$ cat config.mk
export PLATFORM = sky130hd
export DESIGN_NAME = capture_controller
export DESIGN_NICKNAME = d
export VERILOG_FILES = /design/src/rtl/la_pkg.sv /design/src/rtl/shift_sampler.sv /design/src/rtl/capture_controller.sv
export SDC_FILE = /design/constraint.sdc
export NUM_CORES = 1
export LEC_CHECK = 0
export ABC_AREA = 1
export BUFFER_PORTS_ARGS = -buffer_cell sky130_fd_sc_hd__buf_2
export CELL_PAD_IN_SITES_DETAIL_PLACEMENT = 1
export CELL_PAD_IN_SITES_GLOBAL_PLACEMENT = 1
export CORE_MARGIN = 2
export CORE_UTILIZATION = 40
export CTS_BUF_LIST = sky130_fd_sc_hd__clkbuf_8
export DETAILED_ROUTE_END_ITERATION = 16
export GPL_ROUTABILITY_DRIVEN = 1
export HOLD_SLACK_MARGIN = 0.12
export PLACE_DENSITY_LB_ADDON = 0.15
export SYNTH_ARGS = -nofsm -noshare
export SYNTH_HDL_FRONTEND = slang
export SYNTH_SLANG_ARGS = --single-unit
$ cat constraint.sdc
create_clock -name clk -period 6.3 [get_ports clk]
set_clock_uncertainty 0.15 [all_clocks]
set_input_delay 0.315 -clock clk [delete_from_list [all_inputs] [get_ports clk]]
set_output_delay 0.315 -clock clk [all_outputs]
set_load 0.02 [all_outputs]
$ cat src/rtl/la_pkg.sv
`default_nettype none
// ============================================================================
// Module      : la_pkg
// Description : Shared definitions for the logic-analyzer capture path.
//               Holds the controller state encoding, the config register
//               addresses, default sizing and the effective-length helper.
// Revision    : 1.0 - initial release
// ============================================================================
package la_pkg;

  // Default sizing of the capture path
  localparam int LA_WIDTH   = 4;   // probe channels
  localparam int LA_DEPTH   = 16;  // sample buffer entries (power of two)
  localparam int LA_PRESC_W = 8;   // prescaler width

  // Controller state encoding (visible on the state output)
  typedef enum logic [1:0] {
    ST_IDLE    = 2'd0,
    ST_ARMED   = 2'd1,
    ST_CAPTURE = 2'd2,
    ST_DONE    = 2'd3
  } la_state_t;

  // Config register addresses
  localparam logic [1:0] CFG_MASK  = 2'd0;
  localparam logic [1:0] CFG_PRESC = 2'd1;
  localparam logic [1:0] CFG_LEN   = 2'd2;

  // Effective capture length: a programmed length of zero, or one that does
  // not fit in the buffer, means "fill the whole buffer".
  function automatic int unsigned eff_len(input int unsigned length,
                                          input int unsigned depth);
    if ((length == 0) || (length > depth)) begin
      return depth;
    end
    return length;
  endfunction

endpackage
`default_nettype wire

$ cat src/rtl/shift_sampler.sv
`default_nettype none
// ============================================================================
// Module      : shift_sampler
// Description : DEPTH-stage register chain on the raw probe inputs. Stage 0
//               is the input registered once, stage k is registered k+1
//               times. Also serves as the synchroniser for the pin inputs.
// Revision    : 1.0 - initial release
//
// Ports
//   clk     in   clock
//   rst_n   in   asynchronous active-low reset, clears every stage
//   in_data in   WIDTH raw probe inputs
//   taps    out  DEPTH x WIDTH delayed copies of in_data
// ============================================================================
module shift_sampler #(
  parameter int WIDTH = 4,
  parameter int DEPTH = 2
) (
  input  logic                          clk,
  input  logic                          rst_n,
  input  logic [WIDTH-1:0]              in_data,
  output logic [DEPTH-1:0][WIDTH-1:0]   taps
);

  always_ff @(posedge clk or negedge rst_n) begin
    if (!rst_n) begin
      taps <= '0;
    end else begin
      taps[0] <= in_data;
      for (int i = 1; i < DEPTH; i++) begin
        taps[i] <= taps[i-1];
      end
    end
  end

endmodule
`default_nettype wire

$ cat src/rtl/capture_controller.sv
`default_nettype none
// ============================================================================
// Module      : capture_controller
// Description : Logic-analyzer capture sequencer. Holds trigger mask,
//               prescaler and length configuration, arms on command, waits
//               for an edge on the masked channels, fills a flop-based sample
//               buffer every prescale+1 cycles and then drains it through a
//               request/valid read port.
// Revision    : 1.0 - initial release
//
// Ports
//   clk        in   clock
//   rst_n      in   asynchronous active-low reset
//   in_data    in   WIDTH raw probe inputs
//   cfg_we     in   config write strobe (honoured in IDLE only)
//   cfg_addr   in   0 = trig_mask, 1 = prescale, 2 = length
//   cfg_wdata  in   config data, upper bits ignored
//   arm        in   single-cycle arm command
//   abort      in   single-cycle abort command (wins over arm)
//   rd_req     in   read one buffered sample (DONE only)
//   rd_valid   out  rd_data valid this cycle
//   rd_data    out  buffered sample
//   state      out  FSM state (IDLE/ARMED/CAPTURE/DONE)
//   trig_chan  out  channels that changed on the trigger cycle
// ============================================================================
module capture_controller
  import la_pkg::*;
#(
  parameter int WIDTH   = LA_WIDTH,
  parameter int DEPTH   = LA_DEPTH,
  parameter int PRESC_W = LA_PRESC_W
) (
  input  logic             clk,
  input  logic             rst_n,
  input  logic [WIDTH-1:0] in_data,
  input  logic             cfg_we,
  input  logic [1:0]       cfg_addr,
  input  logic [7:0]       cfg_wdata,
  input  logic             arm,
  input  logic             abort,
  input  logic             rd_req,
  output logic             rd_valid,
  output logic [WIDTH-1:0] rd_data,
  output logic [1:0]       state,
  output logic [WIDTH-1:0] trig_chan
);

  // Buffer index width and length width (length must be able to hold DEPTH)
  localparam int AW    = $clog2(DEPTH);
  localparam int LEN_W = AW + 1;

  localparam logic [LEN_W-1:0]   LEN_ONE   = LEN_W'(1);
  localparam logic [PRESC_W-1:0] PRESC_ONE = PRESC_W'(1);
  localparam logic [AW-1:0]      PTR_ONE   = AW'(1);

  // --------------------------------------------------------------------------
  // Input sampling: now = in_data registered once, prev = registered twice
  // --------------------------------------------------------------------------
  logic [1:0][WIDTH-1:0] taps;
  logic [WIDTH-1:0]      now_q;
  logic [WIDTH-1:0]      prev_q;
  logic [WIDTH-1:0]      edge_vec;

  shift_sampler #(
    .WIDTH (WIDTH),
    .DEPTH (2)
  ) u_sampler (
    .clk     (clk),
    .rst_n   (rst_n),
    .in_data (in_data),
    .taps    (taps)
  );

  // --------------------------------------------------------------------------
  // Registers
  // --------------------------------------------------------------------------
  la_state_t            cur_state;
  la_state_t            next_state;

  logic [WIDTH-1:0]     trig_mask;
  logic [PRESC_W-1:0]   prescale;
  logic [LEN_W-1:0]     length_q;
  logic [LEN_W-1:0]     len;

  logic [PRESC_W-1:0]   presc_cnt;
  logic [LEN_W-1:0]     wr_cnt;
  logic [AW-1:0]        rd_ptr;
  logic [WIDTH-1:0]     sample_buf [DEPTH];

  // Decoded actions for the datapath, produced alongside next_state
  logic                 do_trigger;
  logic                 do_sample;
  logic                 capture_tick;
  logic                 do_read;
  logic                 read_last;
  logic                 arm_entry;

  assign now_q    = taps[0];
  assign prev_q   = taps[1];
  assign edge_vec = (now_q ^ prev_q) & trig_mask;

  assign len       = LEN_W'(eff_len(32'(length_q), 32'(DEPTH)));
  assign read_last = ({1'b0, rd_ptr} == (len - LEN_ONE));

  assign state = cur_state;

  // --------------------------------------------------------------------------
  // FSM state register
  // --------------------------------------------------------------------------
  always_ff @(posedge clk or negedge rst_n) begin
    if (!rst_n) begin
      cur_state <= ST_IDLE;
    end else begin
      cur_state <= next_state;
    end
  end

  // --------------------------------------------------------------------------
  // Next-state and action decode. abort overrides every other event,
  // including a same-cycle arm, sample or read.
  // --------------------------------------------------------------------------
  always_comb begin
    next_state   = cur_state;
    do_trigger   = 1'b0;
    do_sample    = 1'b0;
    capture_tick = 1'b0;
    do_read      = 1'b0;
    arm_entry    = 1'b0;

    if (abort) begin
      next_state = ST_IDLE;
    end else begin
      case (cur_state)
        ST_IDLE: begin
          if (arm) begin
            next_state = ST_ARMED;
            arm_entry  = 1'b1;
          end
        end

        ST_ARMED: begin
          // With an all-zero mask no edge can ever qualify, so the capture
          // is forced immediately. Config is frozen while armed, so this
          // can only fire on the first ARMED cycle.
          if ((edge_vec != '0) || (trig_mask == '0)) begin
            do_trigger = 1'b1;
            next_state = (len == LEN_ONE) ? ST_DONE : ST_CAPTURE;
          end
        end

        ST_CAPTURE: begin
          capture_tick = 1'b1;
          if (presc_cnt == prescale) begin
            do_sample = 1'b1;
            if ((wr_cnt + LEN_ONE) == len) begin
              next_state = ST_DONE;
            end
          end
        end

        ST_DONE: begin
          if (rd_req) begin
            do_read = 1'b1;
            if (read_last) begin
              next_state = ST_IDLE;
            end
          end
        end

        default: begin
          next_state = ST_IDLE;
        end
      endcase
    end
  end

  // --------------------------------------------------------------------------
  // Config, counters, sample buffer and read port
  // --------------------------------------------------------------------------
  always_ff @(posedge clk or negedge rst_n) begin
    if (!rst_n) begin
      trig_mask <= '1;
      prescale  <= '0;
      length_q  <= '0;
      presc_cnt <= '0;
      wr_cnt    <= '0;
      rd_ptr    <= '0;
      trig_chan <= '0;
      rd_valid  <= 1'b0;
      rd_data   <= '0;
      for (int i = 0; i < DEPTH; i++) begin
        sample_buf[i] <= '0;
      end
    end else begin
      rd_valid <= 1'b0;

      // Config is only writable while idle so a running capture cannot be
      // reshaped underneath itself.
      if (cfg_we && (cur_state == ST_IDLE)) begin
        case (cfg_addr)
          CFG_MASK:  trig_mask <= cfg_wdata[WIDTH-1:0];
          CFG_PRESC: prescale  <= cfg_wdata[PRESC_W-1:0];
          CFG_LEN:   length_q  <= cfg_wdata[LEN_W-1:0];
          default:   ;
        endcase
      end

      if (arm_entry) begin
        rd_ptr <= '0;
      end

      // The trigger cycle itself supplies sample 0
      if (do_trigger) begin
        sample_buf[0] <= now_q;
        trig_chan     <= edge_vec;
        wr_cnt        <= LEN_ONE;
        presc_cnt     <= '0;
      end

      if (do_sample) begin
        sample_buf[wr_cnt[AW-1:0]] <= now_q;
        wr_cnt                     <= wr_cnt + LEN_ONE;
        presc_cnt                  <= '0;
      end else if (capture_tick) begin
        presc_cnt <= presc_cnt + PRESC_ONE;
      end

      // The pointer parks on the last entry instead of running past len-1
      if (do_read) begin
        rd_valid <= 1'b1;
        rd_data  <= sample_buf[rd_ptr];
        if (!read_last) begin
          rd_ptr <= rd_ptr + PTR_ONE;
        end
      end
    end
  end

endmodule
`default_nettype wire

==> metrics.md <==
| Metric | Value |
|---|---|
| Initial cell density of the core | `between 40% and 50%` |
| Vias in the first global route | `~5,300` |
| Cells after Synth | `679` |
| Power share of the combinational group | `approximately 34%` |
| Required time of the critical path | `6.49 ns` |
| Critical path class | `reg2reg` |
| Setup Total Neg Slack | `0 ns` |
| Number of enable flip-flop cells after synthesis | `0` |
| Power density of the placed cells | `403 nW/um^2` |
| Die H | `around 120 um` |
| Avg Cell Area, Syn | `8.53 um^2` |
| Peak clock frequency supported by timing | `around 360 MHz` |
| TritonCTS clock tree | `built` |
| Reg2reg start | `length_q[3]` |
| Portion of the post-synthesis area used by sequential elements | `50.6%` |
| Number of H-tree levels | `4` |
| Arrival time at the worst endpoint | `2.99 ns` |
| Clock slew at reported path FFs | `0.07 ns` |
| Area occupied by registers | `2930 um^2` |
| Yosys warning total | `0` |
| GPL Wtd Cong | `0.792` |
| Final #Nets | `759` |
| Maximum buffer depth of the clock tree | `2` |
| Total setup buffers inserted after CTS | `0` |
| Tightest slew margin relative to the limit | `~37%` |
| Sequential group share of total power | `37.8%` |
| Cell Rows | `43` |
| Worst Hold Path EP | `rd_ptr[1]` |
| Worst setup EP type | `flip-flop` |
| CP cell instances | `nor2_1 -> nand2_1 -> ha_1 -> inv_2 -> nand2_1 -> ha_1 -> inv_1 -> nand2_1 -> nand2_1 -> nand2_1 -> nand2_1 -> nand2_1 -> nor2_1 -> nand2_1 -> a21oi_1 -> nand2_1 -> nand2_1 -> nand2_1` |
| Destination of the worst register-to-register timing path | `state[1]` |
| Reported leakage power | `3.39 nW` |
| Layout cells sized above 1 | `between 10 and 15%` |
| HPWL Detailed | `roughly 11,000 um` |
| Count of pins over their slew limit | `0` |
| Switching power total | `1.04 mW` |
| Total vias in the final route | `4,837` |
| Number of setup violations in the final report | `0` |
| Number of vias per cell | `5.27` |
| Total of flip-flops plus latches after synthesis | `117` |
| Area of the die | `15,500 um^2` |
| Worst-Skew Late Latency | `about 0.45 ns` |
| Post-Route WL | `16,100 um` |
| Post-layout minimum cycle time | `approximately 2.8 ns` |
| Synthesized cell area | `5790 um^2` |
| Outcome | `completed` |
| RSZ-0062 raised after global routing | `false` |
| Dominant cell by count in the synthesized netlist | `nand2_1` |
| DRC violation count after routing | `0` |
| CORE AREA | `approximately 14,000 um^2` |
| Max-cap violation count | `0` |
| Global-route wire length before repair | `about 27,000 um` |
| Fraction of met3 tracks used by global routing | `5.84%` |
| I/O pin count | `31` |
| Layout fillers | `1,676` |
| Cell taking the most area after synthesis | `dfrtp_1` |
| CP dominant cell by count | `nand2_1` |
| Die outline width | `124 um` |
| Pre-antenna DRT Iters | `4` |
| Clock net sink count | `between 100 and 150` |
| Worst setup SP type | `flip-flop` |
| Total power consumption of the routed design | `2.69 mW` |
| Worst-path fanout max | `7` |
| Top post-synthesis cells by area | `dfrtp_1, nand2_1, o21ai_1, o21ai_0, nor2_1` |
| Count of buffers from port buffering | `30` |
| Most used flip-flop cell after synthesis | `dfrtp_1` |
| Count of different cell masters after synthesis | `33` |
| Post-cts gate resize count | `0` |
| Reg2reg path depth | `18` |
| Layout area overhead | `15.2%` |
| Reg-to-reg setup timing slack | `~3.5 ns` |
| # diodes | `0` |
| M1 GR Usage | `approximately 26%` |
| Global route hottest layer | `met2` |
| Net count of the mapped netlist | `between 700 and 800` |
| Initial detailed-routing violation count | `237` |
| Most frequent cells after synthesis | `nand2_1, dfrtp_1, nor2_1, o21ai_1, o21ai_0` |
| Classification of the worst-slack hold path | `in2reg` |
| Post-detailed-route count of antenna-violating nets | `0` |
| Cell-internal power | `about 1.6 mW` |
| Antenna violations before repair | `0` |
| Area of combinational cells with multiple inputs | `~2600 um^2` |
| Clock tree root buffer cell | `clkbuf_8` |
| Final global-route overflow total | `0` |
| Start point of the worst min-delay path | `arm` |
| Maximum number of pins on one net before global-route repair | `between 70 and 80` |
| Synth top area share | `between 40% and 50%` |
| Delay of the slowest cell on the worst path | `0.42 ns` |
| Global-route track usage on met2 | `around two fifths` |
| Switching power as a share of total power | `38.9%` |
| Depth of the worst hold-timing path | `4` |
| Ys async rst share | `100%` |
| Period utilization | `between 40 and 50%` |
| Total global-route track usage | `a little over a fifth` |
| Final Hold Violating Endpoints | `0` |
| Slew at the pin closest to its max-slew limit | `0.946 ns` |
| Worst path slowest cell | `dfrtp_1` |
| Drt wl/cell | `around 18 um` |
| Worst-case vdd ir drop | `around 0.20 mV` |
| Share of power burned in the clock network | `28.1%` |
| Number of buffers inserted during clock tree synthesis | `17` |
## routing by layer
metal  routed length, um  share of wire [%]
met1                7020                 44
met2                8210                 51
met3                 448                2.8
met4                 384                2.4
met5                   0                  0
## worst max path at each step
stage / start / endpoint / slack (ns) / cells past startpoint
final: length_q[3] / state[1] / 3.50 / 18
after global routing: length_q[1] / state[1] / 3.14 / 18
after CTS: length_q[2] / state[1] / 3.48 / 18
after detailed placement: length_q[2] / state[1] / 3.50 / 18
after global placement: length_q[0] / state[1] / 3.67 / 18
after floorplan: length_q[0] / state[1] / 3.86 / 18
## layout make-up
| cell class | count | area share [%] |
|---|---|---|
| clock buffers | 19 | 3.92 |
| clock inverters | 13 | 2.47 |
| inverters | 53 | 3.00 |
| multi-input cells | 489 | 38.5 |
| flip-flops and latches | 117 | 43.9 |
| well taps | 180 | 3.37 |
| repair buffers | 47 | 4.76 |
## cells by family (layout without fill, tap and decap cells)
family / after synthesis / in the layout / share of synthesized area (%)
and+or+nand+nor: 302 / 302 / 23.9
AOI/OAI and AO/OA: 152 / 152 / 14.2
DFF: 117 / 117 / 50.6
buffers and inverters: 73 / 132 / 4.97
xor gates and xnor gates: 18 / 18 / 2.72
adders and majority gates: 14 / 14 / 3.02
muxes: 3 / 3 / 0.583
## through the flow
stage	worst slack [ns]	hold WS, ns	utilization (%)	cells	instance area, um^2
CTS	3.48	0.139	47.7	918	6680
floorplan	3.86	-0.131	-	679	5790
global placement	3.67	0.194	43.6	871	6100
detailed placement	3.50	0.207	43.6	871	6100
finish	3.50	0.160	47.7	918	6680
global route	3.14	0.178	47.7	918	6680
## cells in the final DEF (no fill, tap or decap)
cell,n
inv_1,46
clkinvlp_4,2
dlygate4sd3_1,15
nor2_1,65
nand2_4,14
nor3_1,3
or2_2,1
a31oi_1,2
o21ai_0,56
a21oi_1,4
buf_2,29
nor2_8,3
buf_4,3
dfstp_2,4
nand3_1,38
ha_1,14
nor2_4,1
o31ai_1,2
clkbuf_8,19
nand4_1,4
clkinv_2,4
o211ai_1,2
nand2_2,1
mux2_2,3
nand3_2,3
inv_2,10
xnor2_1,1
xor2_1,17
o221ai_1,10
o21ai_1,65
nor2_2,1
bufinv_16,4
dfrtp_1,113
nand2_1,168
o22ai_1,11
## power groups by stage
stage | clock, mW | sequential [mW] | combinational, mW
2_1_floorplan | 0 | 1.02 | 0.640
3_3_place_gp | 0 | 1.02 | 0.884
3_5_place_dp | 0 | 1.03 | 0.913
4_1_cts | 0.770 | 1.02 | 0.926
5_1_grt | 0.803 | 1.04 | 1.05
6_report | 0.755 | 1.01 | 0.917
## critical path: cells and delay by family (launching register included)
kind            cells  cell delay (ns)
simple gates       13             1.15
fa+ha+maj           2             0.56
flops               1             0.42
compound gates      1             0.24
buf+inv             2             0.17
## timing repair
item | in CTS | in global routing
endpoints found under the setup margin | 0 | 0
endpoints found under the hold margin | 67 | 0
hold buffers | 15 | 0
Note: power is estimated with default switching activity, not from simulation.
